## config.mk

```make
export PLATFORM = sky130hd
export DESIGN_NAME = i2c_byte_engine
export DESIGN_NICKNAME = d
export VERILOG_FILES = /design/src/rtl/i2c_pkg.sv /design/src/rtl/i2c_sda_drive.sv /design/src/rtl/i2c_byte_engine.sv
export SDC_FILE = /design/constraint.sdc
export NUM_CORES = 1
export LEC_CHECK = 0
export ABC_CLOCK_PERIOD_IN_PS = 4600
export BUFFER_PORTS_ARGS = -buffer_cell sky130_fd_sc_hd__buf_2
export CAP_MARGIN = 25
export CORE_ASPECT_RATIO = 1.2
export CORE_MARGIN = 5
export CORE_UTILIZATION = 60
export CTS_BUF_LIST = sky130_fd_sc_hd__clkbuf_2
export CTS_CLUSTER_DIAMETER = 100
export DETAILED_ROUTE_END_ITERATION = 10
export PLACE_DENSITY = 0.85
export SLEW_MARGIN = 10
export SYNTH_ARGS = -nofsm -noshare
export SYNTH_HDL_FRONTEND = slang
export SYNTH_SLANG_ARGS = --single-unit
```

## constraint.sdc

```tcl
create_clock -name scl -period 4.6 [get_ports scl]
set_clock_uncertainty 0.1 [all_clocks]
set_input_delay 0.69 -clock scl [delete_from_list [all_inputs] [get_ports scl]]
set_output_delay 0.69 -clock scl [all_outputs]
set_load 0.005 [all_outputs]
```

## src/rtl/i2c_pkg.sv

```systemverilog
// Shared I2C subordinate definitions: byte-engine states, bit-slot indices
// and ACK levels, used by the byte engine, clockcount and the register file.
package i2c_pkg;

    typedef enum logic [2:0] {
        S_IDLE,
        S_ADDR,
        S_ADDR_ACK,
        S_WR,
        S_WR_ACK,
        S_RD,
        S_RD_ACK
    } i2c_state_t;

    localparam logic [3:0] BIT_ACK  = 4'd8;
    localparam logic [3:0] BIT_LAST = 4'd7;

    localparam logic ACK  = 1'b0;
    localparam logic NACK = 1'b1;

    // SDA pull-down request implied by the state after a posedge update.
    function automatic logic sda_pull(input i2c_state_t st,
                                      input logic [7:0] txsr);
        logic v;
        v = 1'b0;
        unique case (st)
            S_ADDR_ACK: v = 1'b1;
            S_WR_ACK:   v = 1'b1;
            S_RD:       v = ~txsr[7];
            default:    v = 1'b0;
        endcase
        return v;
    endfunction

endpackage

```

## src/rtl/i2c_sda_drive.sv

```systemverilog
// Negedge retiming flop for the SDA pull-down, so SDA only moves while
// SCL is low.
module i2c_sda_drive (
    input  logic i_scl,
    input  logic i_rst,
    input  logic i_oe,
    output logic o_sda_oe
);

    logic r_oe;

    always_ff @(negedge i_scl) begin
        if (!i_rst) begin
            r_oe <= 1'b0;
        end else begin
            r_oe <= i_oe;
        end
    end

    assign o_sda_oe = r_oe;

endmodule

```

## src/rtl/i2c_byte_engine.sv

```systemverilog
// I2C subordinate byte engine: address match, write byte assembly,
// read byte shifting and ACK generation driven by clockcount's bit index.
module i2c_byte_engine
    import i2c_pkg::*;
#(
    parameter logic [6:0] ADDR = 7'h42
) (
    input  logic       scl,
    input  logic       rst,
    input  logic       sda_in,
    input  logic       start,
    input  logic       stop,
    input  logic [3:0] count,
    input  logic [7:0] tx_data,
    output logic       sda_oe,
    output logic [7:0] rx_data,
    output logic       rx_valid,
    output logic       tx_load,
    output logic       rw,
    output logic       selected
);

    i2c_state_t r_state;
    logic [7:0] r_sr;
    logic [7:0] r_txsr;
    logic [7:0] r_rx_data;
    logic       r_rx_valid;
    logic       r_tx_load;
    logic       r_rw;
    logic       r_sel;

    logic [7:0] w_byte;
    logic       w_oe;

    assign w_byte = {r_sr[6:0], sda_in};
    assign w_oe   = sda_pull(r_state, r_txsr);

    always_ff @(posedge scl) begin
        if (!rst) begin
            r_state    <= S_IDLE;
            r_sr       <= 8'h00;
            r_txsr     <= 8'h00;
            r_rx_data  <= 8'h00;
            r_rx_valid <= 1'b0;
            r_tx_load  <= 1'b0;
            r_rw       <= 1'b0;
            r_sel      <= 1'b0;
        end else begin
            r_rx_valid <= 1'b0;
            r_tx_load  <= 1'b0;
            if (start) begin
                r_state <= S_ADDR;
                r_sr    <= 8'h00;
                r_sel   <= 1'b0;
            end else if (stop) begin
                r_state <= S_IDLE;
                r_sel   <= 1'b0;
            end else begin
                unique case (r_state)
                    S_IDLE: begin
                    end
                    S_ADDR: begin
                        if (count < BIT_LAST) begin
                            r_sr <= w_byte;
                        end else if (count == BIT_LAST) begin
                            r_sr <= w_byte;
                            if (w_byte[7:1] == ADDR) begin
                                r_rw    <= w_byte[0];
                                r_sel   <= 1'b1;
                                r_state <= S_ADDR_ACK;
                            end else begin
                                r_sel   <= 1'b0;
                                r_state <= S_IDLE;
                            end
                        end else begin
                            r_sel   <= 1'b0;
                            r_state <= S_IDLE;
                        end
                    end
                    S_ADDR_ACK: begin
                        if (count == BIT_ACK) begin
                            if (r_rw) begin
                                r_txsr    <= tx_data;
                                r_tx_load <= 1'b1;
                                r_state   <= S_RD;
                            end else begin
                                r_state   <= S_WR;
                            end
                        end else begin
                            r_sel   <= 1'b0;
                            r_state <= S_IDLE;
                        end
                    end
                    S_WR: begin
                        if (count < BIT_LAST) begin
                            r_sr <= w_byte;
                        end else if (count == BIT_LAST) begin
                            r_sr       <= w_byte;
                            r_rx_data  <= w_byte;
                            r_rx_valid <= 1'b1;
                            r_state    <= S_WR_ACK;
                        end else begin
                            r_sel   <= 1'b0;
                            r_state <= S_IDLE;
                        end
                    end
                    S_WR_ACK: begin
                        if (count == BIT_ACK) begin
                            r_state <= S_WR;
                        end else begin
                            r_sel   <= 1'b0;
                            r_state <= S_IDLE;
                        end
                    end
                    S_RD: begin
                        if (count < BIT_LAST) begin
                            r_txsr <= {r_txsr[6:0], 1'b0};
                        end else if (count == BIT_LAST) begin
                            r_state <= S_RD_ACK;
                        end else begin
                            r_sel   <= 1'b0;
                            r_state <= S_IDLE;
                        end
                    end
                    S_RD_ACK: begin
                        // Master ACK asks for another byte; NACK ends the read.
                        if (count == BIT_ACK && sda_in == ACK) begin
                            r_txsr    <= tx_data;
                            r_tx_load <= 1'b1;
                            r_state   <= S_RD;
                        end else begin
                            r_sel   <= 1'b0;
                            r_state <= S_IDLE;
                        end
                    end
                    default: begin
                        r_sel   <= 1'b0;
                        r_state <= S_IDLE;
                    end
                endcase
            end
        end
    end

    i2c_sda_drive u_sda_drive (
        .i_scl    (scl),
        .i_rst    (rst),
        .i_oe     (w_oe),
        .o_sda_oe (sda_oe)
    );

    assign rx_data  = r_rx_data;
    assign rx_valid = r_rx_valid;
    assign tx_load  = r_tx_load;
    assign rw       = r_rw;
    assign selected = r_sel;

endmodule

```

==> metrics.csv <==
metric;value;unit
Crit Path Max Fanout;1;
CTS sink cnt;31;
Routed Antenna Nets;0;
critical path required time;3.81;ns
Power Density;291;nW/µm²
port buffer count;29;
fin nets;211;
Die X-Extent;55.4;µm
ys flop type;dfxtp_1;
CTS Hold Bufs;0;
I/O Pins;30;
DR WL/cell;14.4;µm
share of layout cells above drive strength 1;0.237;
vias in the first global route;1249;
final setup violation count;0;
design area;1680;µm²
routability cong.;0.913;
antenna cells;0;
Hold Path Class;reg2reg;
Worst Max-Slew Pin Slew;0.701;ns
total CTS buffers;5;
Reg power frac;0.554;
combinational share of power;0.066;
most common cell after layout, fill and taps aside;dfxtp_1;
crit start category;flip-flop;
Post-Route WL;3250;µm
GRT Util Overall;0.195;
Crit-path slowest cell;dfxtp_1;
initial core utilization;0.637;
Fillers;210;
Pleak;0.762;nW
Switch Pwr;0.114;mW
slowest stage delay, CP;0.29;ns
CORE AREA;2330;µm²
setup TNS;0;ns
post-synthesis cell area;1490;µm²
Chip Height;64.5;µm
H-Tree Depth;2;
CP Capture Type;output port;
outcome;finished, final reports clean;
Root Buffer;clkbuf_2;
Max-Cap Viols;0;
Post-DP Area;1620;µm²
drt drc;0;
largest net degree at the start of global routing;21;
final hold vios;0;
via total after detailed routing;1302;
Cells after Synth;171;
most frequent cells in the layout;31 x dfxtp_1, 30 x nand2_1, 29 x buf_2, 16 x mux2i_1, 14 x nor2_1;
critical path buffer and inverter count;1;
Layout area overhead;13.0;%
maximum vdd ir drop;0.204;mV
initial antenna violation count;0;
Seq cells post-synth;31;
Clock power frac;0.380;
DIE AREA;3570;µm²
CTS tree;built;
sequential share of the synthesized area;0.418;
Syn. warnings;0;
Clock Latency Late Sink;0.38;ns
CP top delay family;flip-flops;
row cnt;19;
Cell variety after synth;37;
first-pass GRT wire length;5540;µm
Switching Fraction;0.234;
post-CTS setup buffers;0;
GR Overflow Total;0;
Slew Limit Fails;0;
internal power;0.374;mW
Slew HR;0.529;
vias per cell;5.79;
critical-path cell list;buf_2;
Post-synth EDFFs;0;
PostCTS Resize Cnt;0;
unrepaired setup endpoints after global routing;no;
crit path kind;reg2out;
Async SR Flop Fraction;0;
maximum root-to-sink buffer count;2;
post-DP HPWL;2420;µm
syn nets;188;
1st-iter DRT viols;20;
drt pass-1 iters;4;
average size of a mapped cell;8.69;µm²
clock-pin slew on the worst setup and hold paths;0.15;ns
WP data arrival;3.10;ns
cell families (layout without fill, tap and decap cells):
family                 Yosys count  after routing  share of synthesized area
multiplexers                    23             23                      0.161
AO/OA/AOI/OAI                   28             28                      0.144
flip-flops                      31             31                      0.418
buffers and inverters           19             42                     0.0497
AND/OR/NAND/NOR                 70             70                      0.227
path summary, 6_finish.rpt:
path | start | endpoint | slack [ns] | depth (start not counted)
worst min register to register | r_txsr[4] | r_txsr[4] | 0.37 | 2
worst min-delay path | r_txsr[4] | r_txsr[4] | 0.37 | 2
worst max-delay path | u_sda_drive.o_sda_oe | sda_oe | 0.71 | 1
worst max register to register | r_state[1] | u_sda_drive.o_sda_oe | 1.14 | 3
power by group through the flow:
| stage | sequential [mW] | clock, mW | combinational, mW |
|---|---|---|---|
| 6_report | 0.271 | 0.185 | 0.0325 |
| 5_1_grt | 0.271 | 0.201 | 0.0357 |
| 4_1_cts | 0.271 | 0.187 | 0.0319 |
| 3_5_place_dp | 0.276 | 0.00272 | 0.0318 |
| 3_3_place_gp | 0.276 | 0.00272 | 0.0311 |
| 2_1_floorplan | 0.275 | 0.00272 | 0.0215 |
through the flow:
step	util	setup WS [ns]	hold WS (ns)	total power, mW	instances
finish	0.720	0.715	0.372	0.488	225
global placement	0.694	0.796	0.345	0.310	218
global route	0.720	0.666	0.402	0.508	225
CTS	0.720	0.707	0.379	0.489	225
detailed placement	0.694	0.754	0.357	0.311	218
floorplan	-	0.804	0.336	0.299	171
cell type report:
cell class	count	area (µm²)	share of cell area
Sequential cell	31	621	0.370
Timing Repair Buffer	29	145	0.0865
Inverter	5	18.8	0.0112
Tap cell	31	38.8	0.0231
Clock inverter	2	33.8	0.0201
Clock buffer	6	30.0	0.0179
Multi-Input combinational cell	121	791	0.471
sequential cells by signal, summed over array words and instances, names as in the netlist:
register	cells
tx_load	1
selected	1
rx_valid	1
r_state	3
rw	1
r_sr	7
r_txsr	8
rx_data	8
u_sda_drive.o_sda_oe	1
worst register-to-register path: cells and delay by family, from the launching register on:
kind               cells  cell delay (ns)
and+or+nand+nor        2             0.39
AOI/OAI and AO/OA      1             0.11
DFF                    1             0.52
synthesized netlist by cell type (all sizes together), types with 2 or more instances:
library cell / n / area, µm²
a21oi: 12 / 60.1
a31oi: 3 / 18.8
and3: 2 / 12.5
buf: 2 / 10.0
clkbuf: 11 / 41.3
dfxtp: 31 / 621
inv: 6 / 22.5
mux2: 7 / 78.8
mux2i: 16 / 160
nand2: 30 / 113
nand2b: 5 / 31.3
nand4: 2 / 12.5
nor2: 14 / 52.6
nor2b: 2 / 12.5
nor3: 5 / 25.0
o311ai: 2 / 17.5
o32ai: 2 / 17.5
metal layers:
metal	vias up	part of all wire	global-route usage	wire, µm
li1	639	-	-	-
met1	593	0.39	0.216	1280
met2	63	0.48	0.337	1580
met3	7	0.10	0.0694	325
met4	0	0.021	0.0851	67
met5	-	0	0	0
Power figures use the tool's default switching activity.
